<file path="src/rtl/teng_phy_pkg.sv">
// Shared 10GBASE-R PHY constants and the 66-bit block payload type.
package teng_phy_pkg;

    localparam int unsigned BLK_W     = 66;
    localparam int unsigned WORD_W    = 32;
    localparam int unsigned GB_BUF_W  = 192;
    localparam int unsigned GB_FILL_W = 8;

    // Scrambled block: payload on top, sync header in the two LSBs (bit 0 sent first)
    typedef struct packed {
        logic [63:0] payload;
        logic [1:0]  hdr;
    } blk_t;

endpackage

</file>
<file path="src/rtl/tx_gearbox_if.sv">
// Block-in / word-out bus of the TX gearbox, plus its error pulses.
interface tx_gearbox_if;
    import teng_phy_pkg::*;

    blk_t              data_i;
    logic              data_vld_i;
    logic              data_rdy_o;
    logic [WORD_W-1:0] data_o;
    logic              data_vld_o;
    logic              overflow_o;
    logic              underflow_o;

    modport master (
        output data_i, data_vld_i,
        input  data_rdy_o, data_o, data_vld_o, overflow_o, underflow_o
    );

    modport slave (
        input  data_i, data_vld_i,
        output data_rdy_o, data_o, data_vld_o, overflow_o, underflow_o
    );

endinterface

</file>
<file path="src/rtl/tx_gearbox_buf.sv">
// 192-bit gearbox buffer (bit 0 oldest): 32-bit drain shift plus a 66-bit
// insert at a variable offset into the post-shift image, both in one cycle.
module tx_gearbox_buf
    import teng_phy_pkg::*;
(
    input  logic                 clk_i,
    input  logic                 rst_n_i,
    input  logic                 shift_i,
    input  logic                 wr_en_i,
    input  logic [GB_FILL_W-1:0] wr_pos_i,
    input  logic [BLK_W-1:0]     wr_data_i,
    output logic [WORD_W-1:0]    head_o
);

    localparam logic [GB_BUF_W-1:0] BLK_MASK = GB_BUF_W'({BLK_W{1'b1}});

    logic [GB_BUF_W-1:0] buf_q;
    logic [GB_BUF_W-1:0] buf_d;
    logic [GB_BUF_W-1:0] shifted;

    // Shift out the oldest word, then overwrite the block field above the live bits
    always_comb begin
        shifted = shift_i ? (buf_q >> WORD_W) : buf_q;
        buf_d   = shifted;
        if (wr_en_i) begin
            buf_d = (shifted & ~(BLK_MASK << wr_pos_i))
                  | (GB_BUF_W'(wr_data_i) << wr_pos_i);
        end
    end

    // Buffer register
    always_ff @(posedge clk_i or negedge rst_n_i) begin
        if (!rst_n_i) begin
            buf_q <= '0;
        end else begin
            buf_q <= buf_d;
        end
    end

    assign head_o = buf_q[WORD_W-1:0];

endmodule

</file>
<file path="src/rtl/tx_gearbox.sv">
// 66b -> 32b TX gearbox. Emits a word whenever 32 bits are buffered and
// requests a block one cycle ahead of need, counting the block in flight.
// Optional macro TX_GEARBOX_ERR_EN compiles in overflow/underflow detection;
// without it overflow_o/underflow_o are tied low.
module tx_gearbox
    import teng_phy_pkg::*;
#(
    parameter int unsigned REQ_THRESH = 96
) (
    input  logic        clk_i,
    input  logic        rst_n_i,
    tx_gearbox_if.slave gb
);

    localparam int unsigned SUM_W = GB_FILL_W + 2;

    logic [GB_FILL_W-1:0] fill_q;
    logic [GB_FILL_W-1:0] fill_d;
    logic                 r_q;
    logic                 r_d;
    logic [WORD_W-1:0]    data_q;
    logic [WORD_W-1:0]    data_d;
    logic                 vld_q;
    logic                 vld_d;

    logic                 out_c;
    logic                 wr_en_c;
    logic [GB_FILL_W-1:0] wr_pos_c;
    logic [SUM_W-1:0]     fill_nxt_c;
    logic [WORD_W-1:0]    head;

`ifdef TX_GEARBOX_ERR_EN
    logic ovf_d;
    logic ovf_q;
    logic unf_d;
    logic unf_q;
    logic first_d;
    logic first_q;
`endif

    tx_gearbox_buf u_buf (
        .clk_i     (clk_i),
        .rst_n_i   (rst_n_i),
        .shift_i   (out_c),
        .wr_en_i   (wr_en_c),
        .wr_pos_i  (wr_pos_c),
        .wr_data_i (gb.data_i),
        .head_o    (head)
    );

    // Word emit decision, insert position, next fill level and next request
    always_comb begin
        out_c    = (fill_q >= GB_FILL_W'(WORD_W));
        wr_pos_c = out_c ? (fill_q - GB_FILL_W'(WORD_W)) : fill_q;
        wr_en_c  = gb.data_vld_i;
`ifdef TX_GEARBOX_ERR_EN
        ovf_d = 1'b0;
        if (gb.data_vld_i && ((SUM_W'(wr_pos_c) + SUM_W'(BLK_W)) > SUM_W'(GB_BUF_W))) begin
            wr_en_c = 1'b0;
            ovf_d   = 1'b1;
        end
`endif
        fill_nxt_c = SUM_W'(wr_pos_c) + (wr_en_c ? SUM_W'(BLK_W) : SUM_W'(0));
        fill_d     = GB_FILL_W'(fill_nxt_c);
        r_d        = (fill_nxt_c + (r_q ? SUM_W'(BLK_W) : SUM_W'(0))) < SUM_W'(REQ_THRESH);
        data_d     = out_c ? head : data_q;
        vld_d      = out_c;
    end

    // Control and output registers
    always_ff @(posedge clk_i or negedge rst_n_i) begin
        if (!rst_n_i) begin
            fill_q <= '0;
            r_q    <= 1'b0;
            data_q <= '0;
            vld_q  <= 1'b0;
        end else begin
            fill_q <= fill_d;
            r_q    <= r_d;
            data_q <= data_d;
            vld_q  <= vld_d;
        end
    end

    assign gb.data_rdy_o = r_q;
    assign gb.data_o     = data_q;
    assign gb.data_vld_o = vld_q;

`ifdef TX_GEARBOX_ERR_EN
    // Underflow is armed once the first word has left the gearbox
    always_comb begin
        unf_d   = first_q && !out_c;
        first_d = first_q || out_c;
    end

    // Error pulse registers
    always_ff @(posedge clk_i or negedge rst_n_i) begin
        if (!rst_n_i) begin
            ovf_q   <= 1'b0;
            unf_q   <= 1'b0;
            first_q <= 1'b0;
        end else begin
            ovf_q   <= ovf_d;
            unf_q   <= unf_d;
            first_q <= first_d;
        end
    end

    assign gb.overflow_o  = ovf_q;
    assign gb.underflow_o = unf_q;
`else
    assign gb.overflow_o  = 1'b0;
    assign gb.underflow_o = 1'b0;
`endif

endmodule

</file>
<file path="src/flat_wrapper.sv">
// flat-port wrapper written by rule: the top's interface ports become plain ports
module tx_gearbox_flat import teng_phy_pkg::*;
#(
    parameter int unsigned REQ_THRESH = 96
)
  (clk_i, rst_n_i, gb_data_i, gb_data_vld_i, gb_data_rdy_o, gb_data_o, gb_data_vld_o, gb_overflow_o, gb_underflow_o);
  tx_gearbox_if gb_i ();
  input  logic clk_i;
  input  logic rst_n_i;
  input wire logic [$bits(gb_i.data_i)-1:0] gb_data_i;
  input wire logic [$bits(gb_i.data_vld_i)-1:0] gb_data_vld_i;
  output wire logic [$bits(gb_i.data_rdy_o)-1:0] gb_data_rdy_o;
  output wire logic [$bits(gb_i.data_o)-1:0] gb_data_o;
  output wire logic [$bits(gb_i.data_vld_o)-1:0] gb_data_vld_o;
  output wire logic [$bits(gb_i.overflow_o)-1:0] gb_overflow_o;
  output wire logic [$bits(gb_i.underflow_o)-1:0] gb_underflow_o;
  assign gb_i.data_i = gb_data_i;
  assign gb_i.data_vld_i = gb_data_vld_i;
  assign gb_data_rdy_o = gb_i.data_rdy_o;
  assign gb_data_o = gb_i.data_o;
  assign gb_data_vld_o = gb_i.data_vld_o;
  assign gb_overflow_o = gb_i.overflow_o;
  assign gb_underflow_o = gb_i.underflow_o;
  tx_gearbox #(.REQ_THRESH(REQ_THRESH)) u_core (.clk_i(clk_i), .rst_n_i(rst_n_i), .gb(gb_i));
endmodule
</file>
<file path="config.mk">
export PLATFORM = sky130hd
export DESIGN_NAME = tx_gearbox_flat
export DESIGN_NICKNAME = d
export VERILOG_FILES = /design/src/rtl/teng_phy_pkg.sv /design/src/rtl/tx_gearbox_if.sv /design/src/rtl/tx_gearbox_buf.sv /design/src/rtl/tx_gearbox.sv /design/src/flat_wrapper.sv
export SDC_FILE = /design/constraint.sdc
export NUM_CORES = 1
export LEC_CHECK = 0
export BUFFER_PORTS_ARGS = -buffer_cell sky130_fd_sc_hd__buf_2
export CAP_MARGIN = 0
export CORE_ASPECT_RATIO = 0.7
export CORE_MARGIN = 1
export CORE_UTILIZATION = 25
export CTS_BUF_LIST = sky130_fd_sc_hd__clkbuf_4
export DETAILED_ROUTE_END_ITERATION = 6
export GPL_TIMING_DRIVEN = 0
export HOLD_SLACK_MARGIN = 0.05
export SETUP_SLACK_MARGIN = 0.15
export SYNTH_ARGS = -nofsm -noshare
export SYNTH_HDL_FRONTEND = slang
export SYNTH_SLANG_ARGS = --single-unit
</file>
<file path="constraint.sdc">
create_clock -name clk_i -period 4 [get_ports clk_i]
set_clock_uncertainty 0.15 [all_clocks]
set_input_delay 0.4 -clock clk_i [delete_from_list [all_inputs] [get_ports clk_i]]
set_output_delay 0.4 -clock clk_i [all_outputs]
set_load 0.1 [all_outputs]
</file>
==> results.sh <==
export IMPL_critical_path_class="flop to flop"
export IMPL_crit_path_end_kind="flop"
export IMPL_grt_max_degree=111
export IMPL_grt_antenna_before_repair=6
export IMPL_fillers=6996
export IMPL_status="complete, no violations"
export IMPL_num_nets_final=2044
export IMPL_yosysMostFrequentCell="nand2_1"
export IMPL_ff2ff_path_depth=7
export IMPL_r2r_slack_ns=0.04
export IMPL_synth_seq_cells=233
export IMPL_fmax_ghz=0.252
export IMPL_ioPinCount=105
export IMPL_die_area_um2=66600
export IMPL_regToRegEndpoint="u_core.u_buf.buf_q[115]"
export IMPL_num_vias=18400
export IMPL_numCtsBuffers=58
export IMPL_drive_gt1_frac=0.234
export IMPL_syn_to_final_growth_pct=17.4
export IMPL_worst_path_dominant_cell_family="compound AO/OA/AOI/OAI gates"
export IMPL_synth_common_cells="308 x nand2_1, 233 x dfrtp_1, 194 x mux2i_1"
export IMPL_cts_tree="built"
export IMPL_synth_cell_types=78
export IMPL_start_util=0.253
export IMPL_core_um2=64800
export IMPL_crit_chain="clkbuf_2 -> inv_1 -> ha_1 -> xnor2_4 -> o21ai_2 -> a2111oi_1 -> o221ai_1"
export IMPL_drt_iter0_drc=3047
export IMPL_die_h_um=216
export IMPL_grt_pass1_wl_um=151000
export IMPL_chipWidth_um=308
export IMPL_cp_required_ns=4.46
export IMPL_synth_area_leaders="dfrtp_1 36%, mux2i_1 12%, nand2_1 7.1%, mux4_2 6.9%, o22ai_1 3.3%"
export IMPL_synthesis_area_um2=16400
export IMPL_vias_per_cell=6.37
export IMPL_gp_congestion=1.05
export IMPL_route_detailed_drc=0
export IMPL_synth_avg_cell_area_um2=9.18
export IMPL_wirelength_um=113000
export IMPL_grt_pass1_vias=17500
export IMPL_worstSetupStartpointType="flop"
export IMPL_ys_flop_type="dfrtp_1"
export IMPL_drtAntennaViolNets=0
export IMPL_ys_seq_area_frac=0.356
export IMPL_multi_input_area_um2=10000
export IMPL_slew_headroom=0.0501
export IMPL_hp_class="primary input to asynchronous set/reset pin"
export IMPL_wl_per_cell_um=39.2
export IMPL_clk_latency_ns=0.81
export IMPL_cts_root_buf="clkbuf_4"
export IMPL_yosysWarnings=0
export IMPL_synth_top_area_frac=0.356
export IMPL_cpPeakStageDelay_ns=1.20
export IMPL_setup_viol=0
export IMPL_maxSlewViolCount=0
export IMPL_timing_rr_start="u_core.fill_q[5]"
export IMPL_clk_path_buf_depth=3
export IMPL_dpl_cell_count=2775
export IMPL_min_period_ns=3.96
export IMPL_final_cells=2886
export IMPL_htreeDepth=2
export IMPL_path_buf_inv=2
export IMPL_max_slew_worst_pin_slew_ns=1.41
export IMPL_drtPass1Iterations=6
export IMPL_hold_viol=0
export IMPL_io_buffers=102
export IMPL_finalCritPeriodShare=0.991
export IMPL_seqCellArea_um2=5830
export IMPL_clk_pin_slew_worst_paths_ns=0.07
export IMPL_cts_sinks=233
export IMPL_grt_usage=0.333
export IMPL_rsz0062_at_grt="yes"
export IMPL_crit_slowest_cell="a2111oi_1"
export IMPL_max_cap_violations=0
export IMPL_path_max_fanout=10
export IMPL_rows=78
export IMPL_synth_top_area_cell="dfrtp_1"
export IMPL_dp_hpwl_um=88000
export IMPL_grt_overflow_total=0
export IMPL_netlist_instances=1785
export IMPL_synth_edf_count=0
export IMPL_postLayoutCoreUtil=0.297
export IMPL_arrival_ns=4.42
export IMPL_async_reset_ff_frac=1.00
[worst max path at each step]
stage,startpoint,end,slack [ns],depth (start not counted)
floorplan,u_core.fill_q[5],u_core.u_buf.buf_q[159],1.02,9
global placement,rst_n_i,u_core.u_buf.buf_q[116],-2.08,1
detailed placement,u_core.fill_q[5],u_core.u_buf.buf_q[115],-0.77,9
CTS,u_core.fill_q[2],u_core.u_buf.buf_q[115],0.12,8
global route,u_core.fill_q[5],u_core.u_buf.buf_q[81],0.10,10
finish,u_core.fill_q[5],u_core.u_buf.buf_q[115],0.04,7
[worst register-to-register path, cell delays in order (launching register included)]
cell and delay [ns]:
dfrtp_1 0.53, clkbuf_2 0.28, inv_1 0.17, ha_1 0.36, xnor2_4 0.38, o21ai_2 0.40, a2111oi_1 1.21, o221ai_1 0.31
[per-layer routing]
metal	vias up	global-route usage	share of wire
met2	1637	0.427	0.37
li1	7158	-	-
met5	-	0	0.000097
met1	9327	0.479	0.44
met4	2	0.122	0.043
met3	266	0.144	0.15
[layout make-up]
type	count	share of cell area
clock inverters	9	0.00221
flip-flops and latches	233	0.303
repair buffers	123	0.0397
well taps	880	0.0572
plain buffers	149	0.0416
clock buffers	84	0.0328
inverters	12	0.00234
diodes	4	0.000520
multi-input cells	1392	0.521
[cell families (layout without fill, tap and decap cells)]
family | count (synthesis) | count (layout) | synth area share
AO/OA/AOI/OAI | 541 | 541 | 0.229
XOR/XNOR | 7 | 7 | 0.00420
multiplexers | 289 | 289 | 0.219
buffers and inverters | 161 | 377 | 0.0471
adder cells (fa/ha/maj) | 6 | 6 | 0.00458
AND/OR/NAND/NOR | 547 | 547 | 0.140
other | 1 | 6 | 0.000229
flip-flops | 233 | 233 | 0.356
[sequential cells by signal (all words and copies together) (netlist names)]
name,count
u_core.gb.data_vld_o,1
u_core.fill_q,7
u_core.u_buf.buf_q,192
u_core.gb.data_rdy_o,1
u_core.gb.data_o,32
[metrics by stage]
stage          hold WS (ns)  setup TNS (ns)  area [um^2]  worst slack, ns
2_1_floorplan       -0.0456               0        16400             1.02
3_3_place_gp          0.302         -557.72        18000            -2.08
3_5_place_dp         0.0856          -57.52        18200           -0.766
4_1_cts               0.103               0        19100            0.117
5_1_grt               0.127               0        19200            0.101
6_report             0.0813               0        19200           0.0351
[placed cells by master, fill, tap and decap left out, types with 10 or more instances in the layout]
cell,count
nand2_1,306
dfrtp_1,233
mux2i_1,189
buf_2,158
nor2_1,126
o21ai_0,90
clkbuf_4,90
a21oi_1,88
o22ai_1,84
o221ai_1,59
mux4_2,50
mux2_2,43
a221o_1,36
clkbuf_1,30
clkbuf_2,28
nor3_1,26
buf_4,20
a22oi_1,17
o22a_1,17
a31oi_1,16
nand3_1,15
o2bb2ai_1,14
dlygate4sd3_1,11
nand2b_1,10
[what timing repair did]
item | 4_1_cts | 5_1_grt
endpoints found under the hold margin | 247 | 0
hold buffers | 11 | 0
setup endpoints to repair | 178 | 145
gates resized for setup | 56 | 48
buffers inserted | 3 | 0
Power is not shown: default switching activity piles up to over one toggle a cycle in this logic, so the estimate is an artifact.
